`src/rtl/t_vector_driver_pkg.sv`:
```
// t_bench_pkg: shared types, constants and golden model for the t netlist stimulus/response stage
package t_bench_pkg;
  localparam int NUM_VECTORS = 32;
  typedef enum logic [1:0] {IDLE, RUN, DRAIN, DONE} state_t;
  typedef struct packed {
    logic       valid;
    logic [4:0] index;
    logic [1:0] expected;
  } pipe_entry_t;
  function automatic logic [1:0] t_golden(input logic [4:0] v);
    logic n;
    n = v[2] & v[3];
    return {~n & (v[1] | v[4]), (v[1] & ~n) | (v[0] & v[2])};
  endfunction
endpackage

```
`src/rtl/t_vector_driver_if.sv`:
```
// t_vector_driver_if: control, netlist and statistics signals of the vector driver
interface t_vector_driver_if;
  logic       start;
  logic       hold;
  logic [1:0] po;
  logic [4:0] pi;
  logic       pi_valid;
  logic       busy;
  logic       done;
  logic [5:0] err_count;
  logic       fail_seen;
  logic [4:0] first_fail;
  modport master (
    input  start, hold, po,
    output pi, pi_valid, busy, done, err_count, fail_seen, first_fail
  );
  modport slave (
    output start, hold, po,
    input  pi, pi_valid, busy, done, err_count, fail_seen, first_fail
  );
endinterface

```
`src/rtl/t_vector_driver_latency_pipe.sv`:
```
// t_latency_pipe: LATENCY-deep shift register of expected-response entries
module t_latency_pipe
  import t_bench_pkg::*;
#(
  parameter int LATENCY = 4
) (
  input  logic        clk,
  input  logic        rst,
  input  pipe_entry_t in_entry,
  output pipe_entry_t out_entry,
  output logic        any_valid
);
  pipe_entry_t stage_q [LATENCY];
  pipe_entry_t stage_d [LATENCY];
  // any_valid looks only behind the output stage: it says whether entries remain once this compare retires
  always_comb begin
    stage_d[0] = in_entry;
    for (int i = 1; i < LATENCY; i++) stage_d[i] = stage_q[i-1];
    any_valid = 1'b0;
    for (int i = 0; i < LATENCY - 1; i++) any_valid = any_valid | stage_q[i].valid;
  end
  always_ff @(posedge clk) begin
    if (rst) for (int i = 0; i < LATENCY; i++) stage_q[i] <= '0;
    else stage_q <= stage_d;
  end
  assign out_entry = stage_q[LATENCY-1];
endmodule

```
`src/rtl/t_vector_driver.sv`:
```
// t_vector_driver: drives all t netlist vectors, checks delayed responses against the golden model
module t_vector_driver
  import t_bench_pkg::*;
#(
  parameter int LATENCY = 4
) (
  input logic               clk,
  input logic               rst,
  t_vector_driver_if.master bus
);
  localparam logic [4:0] LAST_IDX = 5'(NUM_VECTORS - 1);
  state_t      state_q, state_d;
  logic [4:0]  idx_q, idx_d;
  logic [5:0]  err_q, err_d;
  logic        fail_q, fail_d;
  logic [4:0]  first_q, first_d;
  pipe_entry_t push, out_entry;
  logic        any_valid, issue, mismatch, accept;
  t_latency_pipe #(.LATENCY(LATENCY)) u_pipe (
    .clk      (clk),
    .rst      (rst),
    .in_entry (push),
    .out_entry(out_entry),
    .any_valid(any_valid)
  );
  always_comb begin
    state_d  = state_q;
    idx_d    = idx_q;
    err_d    = err_q;
    fail_d   = fail_q;
    first_d  = first_q;
    push     = '0;
    issue    = (state_q == RUN) && !bus.hold;
    accept   = ((state_q == IDLE) || (state_q == DONE)) && bus.start;
    mismatch = out_entry.valid && (bus.po != out_entry.expected);
    if (mismatch) begin
      err_d   = err_q + 6'd1;
      fail_d  = 1'b1;
      first_d = fail_q ? first_q : out_entry.index;
    end
    if (accept) begin
      state_d = RUN;
      idx_d   = '0;
      err_d   = '0;
      fail_d  = 1'b0;
      first_d = '0;
    end
    // idx parks at the last vector so pi holds it through DRAIN
    if (issue) begin
      push    = '{valid: 1'b1, index: idx_q, expected: t_golden(idx_q)};
      idx_d   = (idx_q == LAST_IDX) ? idx_q : idx_q + 5'd1;
      state_d = (idx_q == LAST_IDX) ? DRAIN : RUN;
    end
    if (state_q == DRAIN && !any_valid) state_d = DONE;
  end
  always_ff @(posedge clk) begin
    if (rst) begin
      state_q <= IDLE;
      idx_q   <= '0;
      err_q   <= '0;
      fail_q  <= 1'b0;
      first_q <= '0;
    end else begin
      state_q <= state_d;
      idx_q   <= idx_d;
      err_q   <= err_d;
      fail_q  <= fail_d;
      first_q <= first_d;
    end
  end
  assign bus.pi         = idx_q;
  assign bus.pi_valid   = issue;
  assign bus.busy       = (state_q == RUN) || (state_q == DRAIN);
  assign bus.done       = state_q == DONE;
  assign bus.err_count  = err_q;
  assign bus.fail_seen  = fail_q;
  assign bus.first_fail = first_q;
endmodule

```
`src/flat_wrapper.sv`:
```
// flat-port wrapper written by rule: the top's interface ports become plain ports
module t_vector_driver_flat import t_bench_pkg::*;
#(
  parameter int LATENCY = 4
)
  (clk, rst, bus_start, bus_hold, bus_po, bus_pi, bus_pi_valid, bus_busy, bus_done, bus_err_count, bus_fail_seen, bus_first_fail);
  t_vector_driver_if bus_i ();
  input logic clk;
  input logic rst;
  input wire logic [$bits(bus_i.start)-1:0] bus_start;
  input wire logic [$bits(bus_i.hold)-1:0] bus_hold;
  input wire logic [$bits(bus_i.po)-1:0] bus_po;
  output wire logic [$bits(bus_i.pi)-1:0] bus_pi;
  output wire logic [$bits(bus_i.pi_valid)-1:0] bus_pi_valid;
  output wire logic [$bits(bus_i.busy)-1:0] bus_busy;
  output wire logic [$bits(bus_i.done)-1:0] bus_done;
  output wire logic [$bits(bus_i.err_count)-1:0] bus_err_count;
  output wire logic [$bits(bus_i.fail_seen)-1:0] bus_fail_seen;
  output wire logic [$bits(bus_i.first_fail)-1:0] bus_first_fail;
  assign bus_i.start = bus_start;
  assign bus_i.hold = bus_hold;
  assign bus_i.po = bus_po;
  assign bus_pi = bus_i.pi;
  assign bus_pi_valid = bus_i.pi_valid;
  assign bus_busy = bus_i.busy;
  assign bus_done = bus_i.done;
  assign bus_err_count = bus_i.err_count;
  assign bus_fail_seen = bus_i.fail_seen;
  assign bus_first_fail = bus_i.first_fail;
  t_vector_driver #(.LATENCY(LATENCY)) u_core (.clk(clk), .rst(rst), .bus(bus_i));
endmodule
```
`config.mk`:
```
export PLATFORM = sky130hd
export DESIGN_NAME = t_vector_driver_flat
export DESIGN_NICKNAME = d
export VERILOG_FILES = /design/src/rtl/t_vector_driver_pkg.sv /design/src/rtl/t_vector_driver_if.sv /design/src/rtl/t_vector_driver_latency_pipe.sv /design/src/rtl/t_vector_driver.sv /design/src/flat_wrapper.sv
export SDC_FILE = /design/constraint.sdc
export NUM_CORES = 1
export LEC_CHECK = 0
export CAP_MARGIN = 20
export CORE_MARGIN = 1.5
export CORE_UTILIZATION = 56
export DETAILED_ROUTE_END_ITERATION = 6
export GPL_ROUTABILITY_DRIVEN = 0
export PLACE_DENSITY_LB_ADDON = 0.08
export SLEW_MARGIN = 20
export SYNTH_ARGS = -nofsm -noshare
export SYNTH_HDL_FRONTEND = slang
export SYNTH_HIERARCHICAL = 1
export SYNTH_SLANG_ARGS = --single-unit
```
`constraint.sdc`:
```
create_clock -name clk -period 2.5 [get_ports clk]
set_input_delay 0.5 -clock clk [delete_from_list [all_inputs] [get_ports clk]]
set_output_delay 0.5 -clock clk [all_outputs]
set_load 0.005 [all_outputs]
```
==> out/qor.yml <==
timing:
  hold_viol: 0
  slew_violations: 0
  slew_headroom_pct: 71.7
  fmax_mhz: 452
  setup_violations: 0
  max_slew.worst_pin.slew_ns: 0.422
  hold_ws_ns: 0.448
  min_period_ns: 2.21
  rsz0062_at_grt: "false"
  finalClockSkew_ns: 0.00695
  period_share_pct: 88.4
  tns_ns: 0
floorplanning:
  die_area_um2: 3630
  top_level_ports: 26
  start_util_pct: 59.7
  fp.dieH_um: 60.3
  coreArea_um2: 3080
  die_w_um: 60.3
  rows: 20
critical_path:
  r2r_setup_slack_ns: 0.68
  cpMaxStageDelayCell: "clkdlybuf4s50_1"
  crit_path_max_incr_delay_ns: 0.49
  crit_fanout: 3
  r2r-start: "u_core/bus.pi[0]"
  path_depth: 4
  required_ns: 2.00
  reg2reg_to: "u_core/bus.pi[3]"
  critPathTopFamily: "buffers and inverters"
  critical_path.cell_chain: "inv_1 -> ha_1 -> inv_1 -> clkdlybuf4s50_1"
  worst-path-buf-inv: 3
  r2r.worst_path.cells: 6
  cp.arrival_ns: 1.71
  crit_top_cell: "inv_1"
  cp-end-kind: "primary output"
  critical_path_class: "flip-flop to primary output"
  crit_path_start_kind: "flip-flop"
clock_network:
  tritoncts: "built"
  ctsHoldBuffers: 0
  cts_inserted_buffers: 5
  ctsHtreeMaxLevel: 2
  cts-resized-gates: 0
  cts_setup_buffers: 0
  clock_latency_ns: 0.35
  root_buffer: "clkbuf_4"
  cts_sinks: 51
  clockBufferDepth: 2
  clk_pin_slew_ns: 0.13
power_and_ir_drop:
  clockPowerShare_pct: 34.6
  p_int_mw: 1.08
  switchingPower_mw: 0.277
  peakVddDrop_mv: 0.473
  powerDensity_nw_per_um2: 615
  total_power_mw: 1.36
  total_leakage_power_nw: 0.841
  seqPwrFrac_pct: 60.4
  switching_share_pct: 20.4
  p_comb_share_pct: 5.1
synthesis:
  syn_area_um2: 1840
  synthDistinctLibCells: 29
  synth_top_area_share_pct: 55.5
  synth.avg_cell_area_um2: 10.4
  synthCells: 176
  ys_ff_latch: 51
  syn_nets: 188
  yosysSeqAreaShare_pct: 55.5
  yosys_warnings: 6
  yosysTopAreaCell: "dfxtp_1"
  synth_area_leaders: "dfxtp_1, nor2b_1, ha_1, mux2i_1, nor2_1"
final_layout:
  final_cell_area_um2: 2210
  final_nets: 217
  drive_gt1_share_pct: 8.25
  antennaDiodeCount: 0
  num-fill-cells: 240
  syn_to_final_growth_pct: 20.5
flow_run:
  maxCapViolations: 0
global_route:
  grt_max_degree: 40
  grt_pass1_vias: 1117
  groute.usage.overall_pct: 18.1
  antenna_found_initial: 0
  grt_pass1_wl_um: 4800
  grt_overflow: 0
hold_path:
  hp-class: "flip-flop to flip-flop"
  worstHoldStart: "u_core/u_pipe/stage_d[13]"
  hold_depth: 1
  hold_end: "u_core/u_pipe/stage_d[5]"
route:
  route.vias.total: 1233
  routed_wl_um: 2820
  routed-wl-met3_um: 154
  top_layer: "met4"
  drt_first_pass_iters: 5
  viasPerCell: 4.93
  drc: 0
  drt_iter0_markers: 75
  avgRoutedWirePerCell_um: 11.3
  antenna_left: 0
  met2_length_um: 1350
  m1WireLength_um: 1290
run_status:
  outcome: "finished clean"
place:
  hpwl_um: 1920
  place_area_um2: 2130
  portBuffers: 25
==> worst max-delay path by stage <==
stage / end / from
2_1_floorplan: u_core/bus.pi[3] / u_core/bus.pi[0]
3_3_place_gp: bus_pi_valid / bus_hold
3_5_place_dp: bus_pi_valid / bus_hold
4_1_cts: bus_busy / u_core/state_q[0]
5_1_grt: bus_busy / u_core/state_q[0]
6_report: bus_busy / u_core/state_q[0]
==> cells in the final DEF, fill, tap and decap left out, drive strengths merged, types with 5 or more instances in the layout <==
master and count:
xnor2 6, a21oi 11, clkbuf 6, and2 6
mux2i 6, clkdlybuf4s50 25, dfxtp 51, nor2b 32
ha 6, nand2 8, nor2 16, inv 5
==> power by group through the flow <==
stage | sequential (mW) | clock [mW] | combinational (mW)
after floorplan | 0.839 | 0 | 0.0428
after global placement | 0.840 | 0 | 0.0678
after detailed placement | 0.840 | 0 | 0.0680
after CTS | 0.823 | 0.491 | 0.0687
after global routing | 0.824 | 0.524 | 0.0763
final | 0.822 | 0.471 | 0.0689
==> routing by layer <==
metal	track usage, %	up-vias
met1	21.2	556
li1	-	637
met3	6.28	4
met5	0	-
met2	30.1	36
met4	7.30	0
==> stage by stage <==
stage	std cells	utilization, %	worst slack, ns
finish	250	72.0	0.289
global route	250	72.0	0.152
CTS	250	72.0	0.266
detailed placement	242	69.1	0.324
global placement	242	69.1	0.326
floorplan	176	-	0.879
==> worst register-to-register path, delay by kind of cell, from the launching register on <==
kind,cells,cell delay (ns)
simple gates,3,0.75
fa+ha+maj,2,0.49
flops,1,0.39
compound gates,1,0.13
==> synth_stat cells <==
| cell | number |
|---|---|
| o21ai_0 | 4 |
| a31oi_1 | 2 |
| and3_1 | 1 |
| a21oi_1 | 8 |
| a211oi_1 | 1 |
| nand4_1 | 2 |
| a41o_1 | 1 |
| dfxtp_1 | 51 |
| a21o_1 | 2 |
| inv_2 | 1 |
| nand4b_1 | 1 |
| a21oi_2 | 2 |
| nand2_1 | 8 |
| or3_1 | 3 |
| a22oi_1 | 1 |
| nand2b_1 | 4 |
| a21oi_4 | 1 |
| xnor2_1 | 4 |
| mux2i_1 | 6 |
| nor2b_1 | 32 |
| a21boi_2 | 1 |
| ha_1 | 6 |
| inv_1 | 4 |
| clkbuf_1 | 2 |
| buf_4 | 3 |
| xnor2_2 | 2 |
| a311oi_1 | 1 |
| and2_1 | 6 |
| nor2_1 | 16 |
==> kinds of logic (layout without fill, tap and decap cells) <==
family	Yosys count	after routing	share of synthesized area [%]
adders and majority gates	6	6	4.08
DFF	51	51	55.5
AOI/OAI and AO/OA	24	24	9.05
xor gates and xnor gates	6	6	3.68
and+or+nand+nor	73	73	21.7
muxes	6	6	3.27
buffers and inverters	10	40	2.65
==> flip-flops by register name, indices dropped and copies added (netlist names) <==
register	cells
u_core/u_pipe/stage_d	24
u_core/u_pipe/out_entry	8
u_core/bus.err_count	6
u_core/bus.first_fail	5
u_core/bus.pi	5
u_core/state_q	2
u_core/bus.fail_seen	1
==> layout make-up <==
type | count | area [um2] | area share (%)
clock buffer | 6 | 51.3 | 2.32
clock inverter | 2 | 35.0 | 1.58
inverter | 5 | 18.8 | 0.847
multi-input combinational | 115 | 768 | 34.7
sequential | 51 | 1020 | 46.1
tap | 44 | 55.1 | 2.49
timing repair buffer | 27 | 265 | 12.0
(Power assumes the default switching activity.)
